==> config.mk <==
export PLATFORM = sky130hd
export DESIGN_NAME = ifid_hazard_stage_flat
export DESIGN_NICKNAME = d
export VERILOG_FILES = /design/src/rtl/ifid_hazard_stage_pkg.sv /design/src/rtl/ifid_hazard_stage_if.sv /design/src/rtl/ifid_hazard_stage_hazard_detect.sv /design/src/rtl/ifid_hazard_stage.sv /design/src/flat_wrapper.sv
export SDC_FILE = /design/constraint.sdc
export NUM_CORES = 1
export LEC_CHECK = 0
export ABC_AREA = 1
export BUFFER_PORTS_ARGS = -buffer_cell sky130_fd_sc_hd__buf_2
export CAP_MARGIN = 10
export CORE_UTILIZATION = 50
export DETAILED_ROUTE_END_ITERATION = 8
export GPL_TIMING_DRIVEN = 0
export PLACE_DENSITY = 0.86
export SYNTH_ARGS = -nofsm -noshare
export SYNTH_HDL_FRONTEND = slang
export SYNTH_HIERARCHICAL = 1
export SYNTH_SLANG_ARGS = --single-unit
==> constraint.sdc <==
create_clock -name clock -period 3.5 [get_ports clock]
set_input_delay 0.35 -clock clock [delete_from_list [all_inputs] [get_ports clock]]
set_output_delay 0.35 -clock clock [all_outputs]
set_load 0.01 [all_outputs]
==> src/rtl/ifid_hazard_stage_pkg.sv <==
`default_nettype none
// ============================================================================
// Package     : mips_pkg
// Description : Shared MIPS32 decode constants for the IF/ID hazard stage.
//               Provides opcode values, the NOP encoding and the bit positions
//               of the op/rs/rt instruction fields.
// Revision    : 1.0  initial release
// ============================================================================
package mips_pkg;

  localparam logic [5:0] OP_RTYPE = 6'd0;
  localparam logic [5:0] OP_J     = 6'd2;
  localparam logic [5:0] OP_JAL   = 6'd3;
  localparam logic [5:0] OP_BEQ   = 6'd4;
  localparam logic [5:0] OP_BNE   = 6'd5;
  localparam logic [5:0] OP_LUI   = 6'd15;
  localparam logic [5:0] OP_LW    = 6'd35;
  localparam logic [5:0] OP_SW    = 6'd43;

  // sll $0,$0,0 -- the canonical all-zero bubble
  localparam logic [31:0] NOP = 32'h0000_0000;

  localparam int OP_MSB = 31;
  localparam int OP_LSB = 26;
  localparam int RS_MSB = 25;
  localparam int RS_LSB = 21;
  localparam int RT_MSB = 20;
  localparam int RT_LSB = 16;

endpackage
`default_nettype wire

==> src/rtl/ifid_hazard_stage_if.sv <==
`default_nettype none
// ============================================================================
// Interface   : ifid_hazard_stage_if
// Description : Bundles the fetch inputs, downstream-stage hazard sources and
//               the decode-side outputs of the IF/ID hazard stage.
//               master : fetch / pipeline side (drives inputs)
//               slave  : the IF/ID stage itself
// Revision    : 1.0  initial release
// ============================================================================
interface ifid_hazard_stage_if #(
  parameter int unsigned CNT_W = 16
);
  // fetch side
  logic [31:0]      iPC;
  logic [31:0]      iIR;
  logic             ivalid;
  logic             iflush;
  // downstream destination info
  logic             idex_mem_read;
  logic             idex_reg_write;
  logic [4:0]       idex_write_addr;
  logic             exmem_mem_read;
  logic [4:0]       exmem_write_addr;
  // decode side
  logic [31:0]      oPC;
  logic [31:0]      oIR;
  logic             ovalid;
  logic             pc_write;
  logic             hazard_detected;
  logic [CNT_W-1:0] stall_count;
  logic [CNT_W-1:0] flush_count;

  modport master (
    output iPC, iIR, ivalid, iflush,
    output idex_mem_read, idex_reg_write, idex_write_addr,
    output exmem_mem_read, exmem_write_addr,
    input  oPC, oIR, ovalid, pc_write, hazard_detected,
    input  stall_count, flush_count
  );

  modport slave (
    input  iPC, iIR, ivalid, iflush,
    input  idex_mem_read, idex_reg_write, idex_write_addr,
    input  exmem_mem_read, exmem_write_addr,
    output oPC, oIR, ovalid, pc_write, hazard_detected,
    output stall_count, flush_count
  );
endinterface
`default_nettype wire

==> src/rtl/ifid_hazard_stage_hazard_detect.sv <==
`default_nettype none
// ============================================================================
// Module      : hazard_detect
// Description : Combinational hazard detection for the instruction held in
//               IF/ID. Flags load-use (H1), branch-on-ALU (H2) and
//               branch-on-load (H3) dependencies.
//   valid            : IF/ID holds a real instruction
//   op, rs, rt       : decoded IF/ID fields
//   idex_*           : ID/EX load/write flags and destination
//   exmem_*          : EX/MEM load flag and destination
//   hazard_detected  : stall request for this cycle
// Revision    : 1.0  initial release
// ============================================================================
module hazard_detect
  import mips_pkg::*;
(
  input  wire logic       valid,
  input  wire logic [5:0] op,
  input  wire logic [4:0] rs,
  input  wire logic [4:0] rt,
  input  wire logic       idex_mem_read,
  input  wire logic       idex_reg_write,
  input  wire logic [4:0] idex_write_addr,
  input  wire logic       exmem_mem_read,
  input  wire logic [4:0] exmem_write_addr,
  output logic            hazard_detected
);

  logic uses_rs;
  logic uses_rt;
  logic is_branch;
  logic idex_hit;
  logic exmem_hit;
  logic h1, h2, h3;

  always_comb begin
    uses_rs   = !((op == OP_J) || (op == OP_JAL) || (op == OP_LUI));
    uses_rt   = (op == OP_RTYPE) || (op == OP_BEQ) || (op == OP_BNE) || (op == OP_SW);
    is_branch = (op == OP_BEQ) || (op == OP_BNE);

    // $0 is hardwired, so a write to it can never create a dependency
    idex_hit  = (idex_write_addr != 5'd0) &&
                ((uses_rs && (rs == idex_write_addr)) ||
                 (uses_rt && (rt == idex_write_addr)));
    exmem_hit = (exmem_write_addr != 5'd0) &&
                ((uses_rs && (rs == exmem_write_addr)) ||
                 (uses_rt && (rt == exmem_write_addr)));

    h1 = idex_mem_read && idex_hit;
    // branches compare in ID, so even ALU results one stage ahead are too late
    h2 = is_branch && idex_reg_write && idex_hit;
    h3 = is_branch && exmem_mem_read && exmem_hit;

    hazard_detected = valid && (h1 || h2 || h3);
  end

endmodule
`default_nettype wire

==> src/rtl/ifid_hazard_stage.sv <==
`default_nettype none
// ============================================================================
// Module      : ifid_hazard_stage
// Description : IF/ID pipeline register with integrated hazard detection,
//               stall/flush control and saturating performance counters.
//   clock, reset : rising-edge clock, asynchronous active-high reset
//   bus (slave)  : fetch inputs, ID/EX + EX/MEM hazard sources, decode outputs
//                  (oPC, oIR, ovalid, pc_write, hazard_detected, counters)
// Revision    : 1.0  initial release
// ============================================================================
module ifid_hazard_stage
  import mips_pkg::*;
#(
  parameter logic [31:0] RESET_PC = 32'h0000_0000,
  parameter int unsigned CNT_W    = 16
) (
  input  wire logic          clock,
  input  wire logic          reset,
  ifid_hazard_stage_if.slave bus
);

  localparam logic [CNT_W-1:0] CNT_MAX = '1;
  localparam logic [CNT_W-1:0] CNT_ONE = {{(CNT_W-1){1'b0}}, 1'b1};

  logic [31:0]      pc_q, pc_d;
  logic [31:0]      ir_q, ir_d;
  logic             valid_q, valid_d;
  logic [CNT_W-1:0] stall_cnt_q, stall_cnt_d;
  logic [CNT_W-1:0] flush_cnt_q, flush_cnt_d;
  logic             hazard;
  logic             eflush;

  hazard_detect u_hazard_detect (
    .valid            (valid_q),
    .op               (ir_q[OP_MSB:OP_LSB]),
    .rs               (ir_q[RS_MSB:RS_LSB]),
    .rt               (ir_q[RT_MSB:RT_LSB]),
    .idex_mem_read    (bus.idex_mem_read),
    .idex_reg_write   (bus.idex_reg_write),
    .idex_write_addr  (bus.idex_write_addr),
    .exmem_mem_read   (bus.exmem_mem_read),
    .exmem_write_addr (bus.exmem_write_addr),
    .hazard_detected  (hazard)
  );

  always_comb begin
    pc_d        = pc_q;
    ir_d        = ir_q;
    valid_d     = valid_q;
    stall_cnt_d = stall_cnt_q;
    flush_cnt_d = flush_cnt_q;

    // a branch resolved on stale operands must not redirect the pipeline
    eflush = bus.iflush && !hazard;

    if (hazard) begin
      // hold IF/ID so the dependent instruction is re-evaluated next cycle
    end else if (eflush || !bus.ivalid) begin
      pc_d    = bus.iPC;
      ir_d    = NOP;
      valid_d = 1'b0;
    end else begin
      pc_d    = bus.iPC;
      ir_d    = bus.iIR;
      valid_d = 1'b1;
    end

    if (hazard && (stall_cnt_q != CNT_MAX)) begin
      stall_cnt_d = stall_cnt_q + CNT_ONE;
    end
    if (eflush && (flush_cnt_q != CNT_MAX)) begin
      flush_cnt_d = flush_cnt_q + CNT_ONE;
    end
  end

  always_ff @(posedge clock or posedge reset) begin
    if (reset) begin
      pc_q        <= RESET_PC;
      ir_q        <= NOP;
      valid_q     <= 1'b0;
      stall_cnt_q <= '0;
      flush_cnt_q <= '0;
    end else begin
      pc_q        <= pc_d;
      ir_q        <= ir_d;
      valid_q     <= valid_d;
      stall_cnt_q <= stall_cnt_d;
      flush_cnt_q <= flush_cnt_d;
    end
  end

  assign bus.oPC             = pc_q;
  assign bus.oIR             = ir_q;
  assign bus.ovalid          = valid_q;
  assign bus.hazard_detected = hazard;
  assign bus.pc_write        = !hazard;
  assign bus.stall_count     = stall_cnt_q;
  assign bus.flush_count     = flush_cnt_q;

endmodule
`default_nettype wire

==> src/flat_wrapper.sv <==
// flat-port wrapper written by rule: the top's interface ports become plain ports
module ifid_hazard_stage_flat import mips_pkg::*;
#(
  parameter logic [31:0] RESET_PC = 32'h0000_0000,
  parameter int unsigned CNT_W    = 16
)
  (clock, reset, bus_iPC, bus_iIR, bus_ivalid, bus_iflush, bus_idex_mem_read, bus_idex_reg_write, bus_idex_write_addr, bus_exmem_mem_read, bus_exmem_write_addr, bus_oPC, bus_oIR, bus_ovalid, bus_pc_write, bus_hazard_detected, bus_stall_count, bus_flush_count);
  ifid_hazard_stage_if #(.CNT_W(CNT_W)) bus_i ();
  input  wire logic clock;
  input  wire logic reset;
  input wire logic [$bits(bus_i.iPC)-1:0] bus_iPC;
  input wire logic [$bits(bus_i.iIR)-1:0] bus_iIR;
  input wire logic [$bits(bus_i.ivalid)-1:0] bus_ivalid;
  input wire logic [$bits(bus_i.iflush)-1:0] bus_iflush;
  input wire logic [$bits(bus_i.idex_mem_read)-1:0] bus_idex_mem_read;
  input wire logic [$bits(bus_i.idex_reg_write)-1:0] bus_idex_reg_write;
  input wire logic [$bits(bus_i.idex_write_addr)-1:0] bus_idex_write_addr;
  input wire logic [$bits(bus_i.exmem_mem_read)-1:0] bus_exmem_mem_read;
  input wire logic [$bits(bus_i.exmem_write_addr)-1:0] bus_exmem_write_addr;
  output wire logic [$bits(bus_i.oPC)-1:0] bus_oPC;
  output wire logic [$bits(bus_i.oIR)-1:0] bus_oIR;
  output wire logic [$bits(bus_i.ovalid)-1:0] bus_ovalid;
  output wire logic [$bits(bus_i.pc_write)-1:0] bus_pc_write;
  output wire logic [$bits(bus_i.hazard_detected)-1:0] bus_hazard_detected;
  output wire logic [$bits(bus_i.stall_count)-1:0] bus_stall_count;
  output wire logic [$bits(bus_i.flush_count)-1:0] bus_flush_count;
  assign bus_i.iPC = bus_iPC;
  assign bus_i.iIR = bus_iIR;
  assign bus_i.ivalid = bus_ivalid;
  assign bus_i.iflush = bus_iflush;
  assign bus_i.idex_mem_read = bus_idex_mem_read;
  assign bus_i.idex_reg_write = bus_idex_reg_write;
  assign bus_i.idex_write_addr = bus_idex_write_addr;
  assign bus_i.exmem_mem_read = bus_exmem_mem_read;
  assign bus_i.exmem_write_addr = bus_exmem_write_addr;
  assign bus_oPC = bus_i.oPC;
  assign bus_oIR = bus_i.oIR;
  assign bus_ovalid = bus_i.ovalid;
  assign bus_pc_write = bus_i.pc_write;
  assign bus_hazard_detected = bus_i.hazard_detected;
  assign bus_stall_count = bus_i.stall_count;
  assign bus_flush_count = bus_i.flush_count;
  ifid_hazard_stage #(.RESET_PC(RESET_PC), .CNT_W(CNT_W)) u_core (.clock(clock), .reset(reset), .bus(bus_i));
endmodule
==> out/metrics.cfg, run 1 <==
[timing]
tns_ns = 0
hold_viol = 0
worstMarginPinSlew_ns = 0.610
period_minus_slack_ns = 2.78
slew_headroom_pct = 59.3
fin_skew_ns = 0.0141
period_share_pct = 79.5
grt_setup_unrepaired = false
fmax_mhz = 360
maxSlewViolCount = 0
setup_slack_ns = 0.719
setup_viol = 0

[power_and_ir_drop]
p_leak_nw = 3.46
power.total_mw = 2.51
ir_drop_v = 0.000232
p_seq_share_pct = 52.6
power_frac_clock_pct = 29.7
swShare_pct = 30.2
power.internal_mw = 1.75
p_per_area_nw_per_um2 = 404
power.net_switching_mw = 0.757
combPwrFrac_pct = 17.7

[clocking]
cts_hold_buf = 0
clk_pin_slew_ns = 0.10
cts_inserted_buffers = 9
post_cts_resized = 0
root_buffer = clkbuf_8
htreeDepth = 3
clkLatencyLatePin_ns = 0.36
cts_max_path_buffers = 2
clock-sinks = 97
cts_tree = done
postCtsSetupRepairBufs = 0

[placement]
routabilityCongestion = 0.908
place_ws_ns = 0.834
port_buffers = 179
hpwl_mm = 9.26

[cells_and_area]
final_util_pct = 66.2
syn2layout_area_growth_pct = 26.3
diodes = 0
nFillCells = 867
final_cell_mix = nand2_1 (286), buf_2 (181), dfrtp_1 (97), inv_1 (75), o21ai_0 (47)
drive_gt1_share_pct = 26.3
nets = 932
area.sequential_sq_um = 2430
multi_input_area_sq_um = 2120
final_common_cell = nand2_1

[drt]
firstDrtPassIters = 5
antenna_left = 0
drc = 0
postRouteWirelength_mm = 12.3
vias = 4777
via_per_inst = 4.86
dr.first_iter.drc_count = 209
wl_per_cell_um = 12.5

[hold_path]
hp-class = in -> async

[setup_path]
cp_num_buf_inv = 4
crit_top_cell = nand2_1
critPathRequiredTime_ns = 3.15
critical_path.cell_chain = nor2_2 -> nand2_1 -> nor2_2 -> nand2_1 -> a31oi_1 -> nand2_1 -> a21oi_2 -> buf_2 -> inv_2 -> buf_1 -> buf_2
crit_arrival_ns = 2.43
crit_type = reg -> out
r2r_start = u_core/bus.oIR[31]$_DFFE_PP0N_
critPathMaxStageDelay_ns = 0.42
end_kind = output pin
start_kind = flip-flop
reg2reg_depth = 12
worst_path_dominant_cell_family = buffers and inverters
path_max_fanout = 10
r2r-end = u_core/bus.oIR[7]$_DFFE_PP0N_
slowest_stage = dfrtp_1
rrSetupSlack_ns = 0.85

[floorplan]
die-area_sq_um = 10200
die_height_um = 101
start_util_pct = 52.4
fp.dieW_um = 101
placementRows = 35
io_pins = 180
core_area_sq_um = 9370

[logic_synthesis]
syn_nets = 741
synth_area_leader_cell = dfrtp_1
ys_seq_area_share_pct = 49.5
ys_warn_count = 6
syn_avg_cell_area_sq_um = 7.46
syn_inst = 658
netlist_area_sq_um = 4910
synth_cell_types = 30
ys_seq_elements = 97
yosysTopAreaCellShare_pct = 49.5
synth.area.top_cells = dfrtp_1 (49%), nand2_1 (22%), inv_1 (5.8%), o21ai_0 (4.8%), nor2_1 (3.4%)

[job]
drv_cap = 0

[grt]
grt_pass1_vias = 4523
grt_max_degree = 51
grt_pass1_wl_mm = 20.4
gr-total-overflow = 0
antenna_found_initial = 0
grt_usage_pct = 25.5

[outcome]
status = finished, final reports clean

[cell usage after synthesis]
cell,count
o21ai_0,47
nand4_2,1
a31oi_1,1
or2_0,1
ha_1,2
o21ai_2,2
inv_2,3
nand3_1,24
inv_1,76
buf_2,2
nor4_1,1
buf_6,1
nand2_2,5
nand2_4,1
xor2_1,8
nor2_2,7
clkbuf_1,6
o22ai_1,1
nor2_1,44
and2_1,1
buf_1,6
nand3b_1,2
dfrtp_1,97
xnor2_1,14
nand4_1,10
a21oi_1,2
nor3_1,1
nand2_1,286
nor2_4,5
a21oi_2,1
[cell families after synthesis]
family | Yosys count | synth area share (%)
simple gates | 389 | 32.9
flops | 97 | 49.5
buf+inv | 94 | 7.39
compound gates | 54 | 5.79
xor+xnor | 22 | 3.93
fa+ha+maj | 2 | 0.510
[layout make-up]
cell class | count | area share [%]
multi-input cells | 467 | 34.1
clock inverters | 6 | 1.09
inverters | 79 | 4.82
repair buffers | 180 | 14.9
well taps | 129 | 2.60
plain buffers | 15 | 1.07
flip-flops and latches | 97 | 39.2
clock buffers | 10 | 2.22
[power by group through the flow]
stage | sequential, mW | clock, mW | combinational, mW
after floorplan | 1.36 | 0 | 0.209
after global placement | 1.34 | 0 | 0.431
after detailed placement | 1.34 | 0 | 0.445
after CTS | 1.32 | 0.759 | 0.446
after global routing | 1.33 | 0.811 | 0.507
final | 1.32 | 0.744 | 0.444
[how the worst max path moves through the flow]
stage | startpoint | end | slack, ns | cells past startpoint
CTS | u_core/bus.oIR[31]$_DFFE_PP0N_ | bus_pc_write | 0.69 | 11
finish | u_core/bus.oIR[31]$_DFFE_PP0N_ | bus_pc_write | 0.72 | 11
floorplan | reset | u_core/bus.flush_count[0]$_DFFE_PP0P_ | 0.62 | 1
global route | u_core/bus.oIR[31]$_DFFE_PP0N_ | bus_pc_write | 0.51 | 11
global placement | reset | u_core/bus.oPC[5]$_DFFE_PP0N_ | -0.49 | 2
detailed placement | u_core/bus.oIR[31]$_DFFE_PP0N_ | u_core/bus.oIR[7]$_DFFE_PP0N_ | 0.83 | 12
[routing by layer]
layer	up-vias	part of all wire (%)	global-route usage, %	routed length, um
met2	190	47	41.6	5840
met3	27	6.9	4.85	846
met5	-	0	0	0
li1	2387	-	-	-
met1	2173	43	33.7	5310
met4	0	2.4	9.59	301
[flip-flops by register name, indices dropped and copies added, names as in the netlist]
signal and cells:
u_core/bus.oIR 32, u_core/bus.oPC 32, u_core/bus.flush_count 16, u_core/bus.stall_count 16, u_core/bus.ovalid 1
[stage by stage]
step | std cells | hold slack, ns | area, sq um
finish | 983 | 0.0641 | 6200
global route | 983 | 0.102 | 6200
global placement | 966 | 0.456 | 5960
detailed placement | 967 | 0.461 | 5990
floorplan | 658 | 0.460 | 4910
CTS | 983 | 0.0786 | 6200
No activity file was read; power rests on OpenSTA's default activity.
==> inputs of run 2 (changes only) <==
--- a/config.mk
+++ b/config.mk
@@ -8,10 +8,10 @@
 export ABC_AREA = 1
 export BUFFER_PORTS_ARGS = -buffer_cell sky130_fd_sc_hd__buf_2
 export CAP_MARGIN = 10
-export CORE_UTILIZATION = 50
+export CORE_UTILIZATION = 45
 export DETAILED_ROUTE_END_ITERATION = 8
 export GPL_TIMING_DRIVEN = 0
-export PLACE_DENSITY = 0.86
+export PLACE_DENSITY = 0.82
 export SYNTH_ARGS = -nofsm -noshare
 export SYNTH_HDL_FRONTEND = slang
 export SYNTH_HIERARCHICAL = 1
==> constraint.sdc (replaced) <==
create_clock -name clock -period 2.4 [get_ports clock]
set_input_delay 0.24 -clock clock [delete_from_list [all_inputs] [get_ports clock]]
set_output_delay 0.24 -clock clock [all_outputs]
set_load 0.01 [all_outputs]
==> run 2 against run 1 <==
Design area is 1.2% higher. Die area is 11% higher. Sequential power is 45% higher. Clock skew is 0.0045 ns lower. Hold slack better by 0.0075 ns. Global-route usage is 3.0 points lower. Flip-flop and latch count stayed put. Critical path depth stayed put. Largest power group unchanged. Worst setup slack worse by 0.67 ns. First-iteration DRC count is 32% higher. Total power is 44% higher.
==> out/metrics.cfg, run 2 (synthesized netlist as in run 1, its figures left out) <==
[setup_path]
r2r_start = u_core/bus.oIR[29]$_DFFE_PP0N_
r2r-end = u_core/bus.flush_count[8]$_DFFE_PP0P_
crit_arrival_ns = 2.11  ; -0.32 ns
end_kind = output pin
slowest_stage = dfrtp_1
critPathRequiredTime_ns = 2.16  ; -0.99 ns
crit_top_cell = nand2_1
worst_path_dominant_cell_family = buffers and inverters
critical_path.cell_chain = inv_1 -> nand2_1 -> nor2_2 -> nand2_1 -> a21oi_2 -> nand2_1 -> a21oi_2 -> buf_6 -> inv_4 -> buf_6 -> buf_2
reg2reg_depth = 14  ; +2
rrSetupSlack_ns = 0.17  ; -0.68 ns
cp-startpoint = u_core/bus.oIR[27]$_DFFE_PP0N_
start_kind = flip-flop
critPathMaxStageDelay_ns = 0.42  ; about the same
crit_type = reg -> out
path_max_fanout = 10  ; unchanged
cp_num_buf_inv = 5  ; +1

[cells_and_area]
fin_area_sq_um = 6270  ; +1.2%
final_common_cell = nand2_1
instances_no_fill = 994  ; +1.1%
final_cell_mix = nand2_1 (286), buf_2 (181), dfrtp_1 (97), inv_1 (75), o21ai_0 (47)
syn2layout_area_growth_pct = 27.8
drive_gt1_share_pct = 27.6  ; +1.3 points
diodes = 0  ; unchanged
nets = 938  ; +0.64%

[grt]
antenna_found_initial = 0  ; unchanged
grt_pass1_vias = 4437  ; -1.9%
grt_usage_pct = 22.5  ; -3.0 points
grt_max_degree = 40  ; -22%
gr-total-overflow = 0  ; unchanged
grt_pass1_wl_mm = 20.3  ; -0.64%

[floorplan]
die_height_um = 106  ; +5.3%
placementRows = 37  ; +5.7%
io_pins = 180  ; unchanged
die-area_sq_um = 11300  ; +11%
core_area_sq_um = 10500  ; +12%
start_util_pct = 46.9  ; -5.5 points
fp.dieW_um = 106  ; +5.3%

[drt]
postRouteWirelength_mm = 12.5  ; +1.5%
antenna_left = 0  ; unchanged
via_per_inst = 4.82  ; -0.84%
wl_per_cell_um = 12.6  ; +0.37%
vias = 4790  ; +0.27%
firstDrtPassIters = 5  ; unchanged
dr.first_iter.drc_count = 275  ; +32%
drc = 0  ; unchanged

[placement]
port_buffers = 179  ; unchanged
placed_cell_area_sq_um = 6020  ; +0.38%
hpwl_mm = 9.36  ; +1.1%
dp_cells = 975  ; +0.83%
routabilityCongestion = 0.870  ; -4.1%

[timing]
worstMarginPinSlew_ns = 0.578  ; -0.0328 ns
period_share_pct = 97.8
tns_ns = 0  ; unchanged
setup_viol = 0  ; unchanged
hold_viol = 0  ; unchanged
grt_setup_unrepaired = true
fmax_mhz = 426
fin_skew_ns = 0.00959  ; -0.00452 ns
period_minus_slack_ns = 2.35
maxSlewViolCount = 0  ; unchanged
timing.hold.ws_ns = 0.0717  ; +0.00753 ns
slew_headroom_pct = 61.4  ; +2.1 points

[clocking]
htreeDepth = 3  ; unchanged
cts_tree = done
cts_inserted_buffers = 9  ; unchanged
clk_pin_slew_ns = 0.09  ; about the same
root_buffer = clkbuf_8
clock-sinks = 97  ; unchanged
clkLatencyLatePin_ns = 0.35  ; about the same
cts_max_path_buffers = 2  ; unchanged

[power_and_ir_drop]
p_per_area_nw_per_um2 = 575  ; +42%
power.total_mw = 3.61  ; +44%
ir_drop_v = 0.000411  ; +77%
p_leak_nw = 3.51  ; +1.6%

[hold_path]
hp-class = in -> reg
hold_start = bus_iPC[9]
min_path_cells = 3
hold_path_end = u_core/bus.oPC[9]$_DFFE_PP0N_

[job]
drv_cap = 0  ; unchanged

[outcome]
status = finished, final reports clean

==> run 2: power breakdown <==
| part | switching (mW) | total [mW] | internal (mW) |
|---|---|---|---|
| clock | 0.539 | 1.03 | 0.494 |
| sequential | 0.152 | 1.92 | 1.76 |
| combinational | 0.375 | 0.657 | 0.282 |
==> run 2: how the worst max path moves through the flow <==
| stage | to | slack (ns) | cells past startpoint |
|---|---|---|---|
| after floorplan | u_core/bus.oIR[1]$_DFFE_PP0N_ | 0.35 | 12 |
| after global placement | u_core/bus.oIR[8]$_DFFE_PP0N_ | -0.20 | 12 |
| after detailed placement | u_core/bus.oIR[5]$_DFFE_PP0N_ | -0.23 | 12 |
| after CTS | bus_pc_write | 0.002 | 11 |
| after global routing | bus_pc_write | -0.07 | 12 |
| final | bus_pc_write | 0.05 | 11 |
==> run 2: per-layer routing <==
layer  share of wire (%)  vias to the layer above  track usage [%]
li1                    -                     2409                -
met1                  45                     2213             28.5
met2                  48                      158             39.1
met3                 6.1                       10             4.60
met4                 1.1                        0             5.97
met5                   0                        -                0
==> run 2: through the flow <==
step,utilization [%],setup WS [ns]
detailed placement,57.5,-0.234
CTS,59.7,0.00217
global placement,57.1,-0.198
finish,60.0,0.0532
floorplan,-,0.348
global route,60.0,-0.0741
==> run 2: what timing repair did <==
item / in CTS / in global routing
setup buffers: 3 / 1
resized for setup: 6 / 13
endpoints found under the hold margin: 23 / 0
pin swaps: 1 / 1
hold buffers: 1 / 0
endpoints found under the setup margin: 43 / 72
==> run 2: layout make-up <==
cell class,instances,area (sq um)
well taps,136,170
inverters,79,303
clock inverters,4,45.0
multi-input cells,467,2130
plain buffers,15,88.8
flip-flops and latches,97,2430
clock buffers,10,138
repair buffers,186,976
fillers,944,4190
==> run 2: tightest hold or removal path, cell delays in order <==
cell	delay [ns]
buf_2	0.08
nand2_1	0.04
nand2_1	0.04
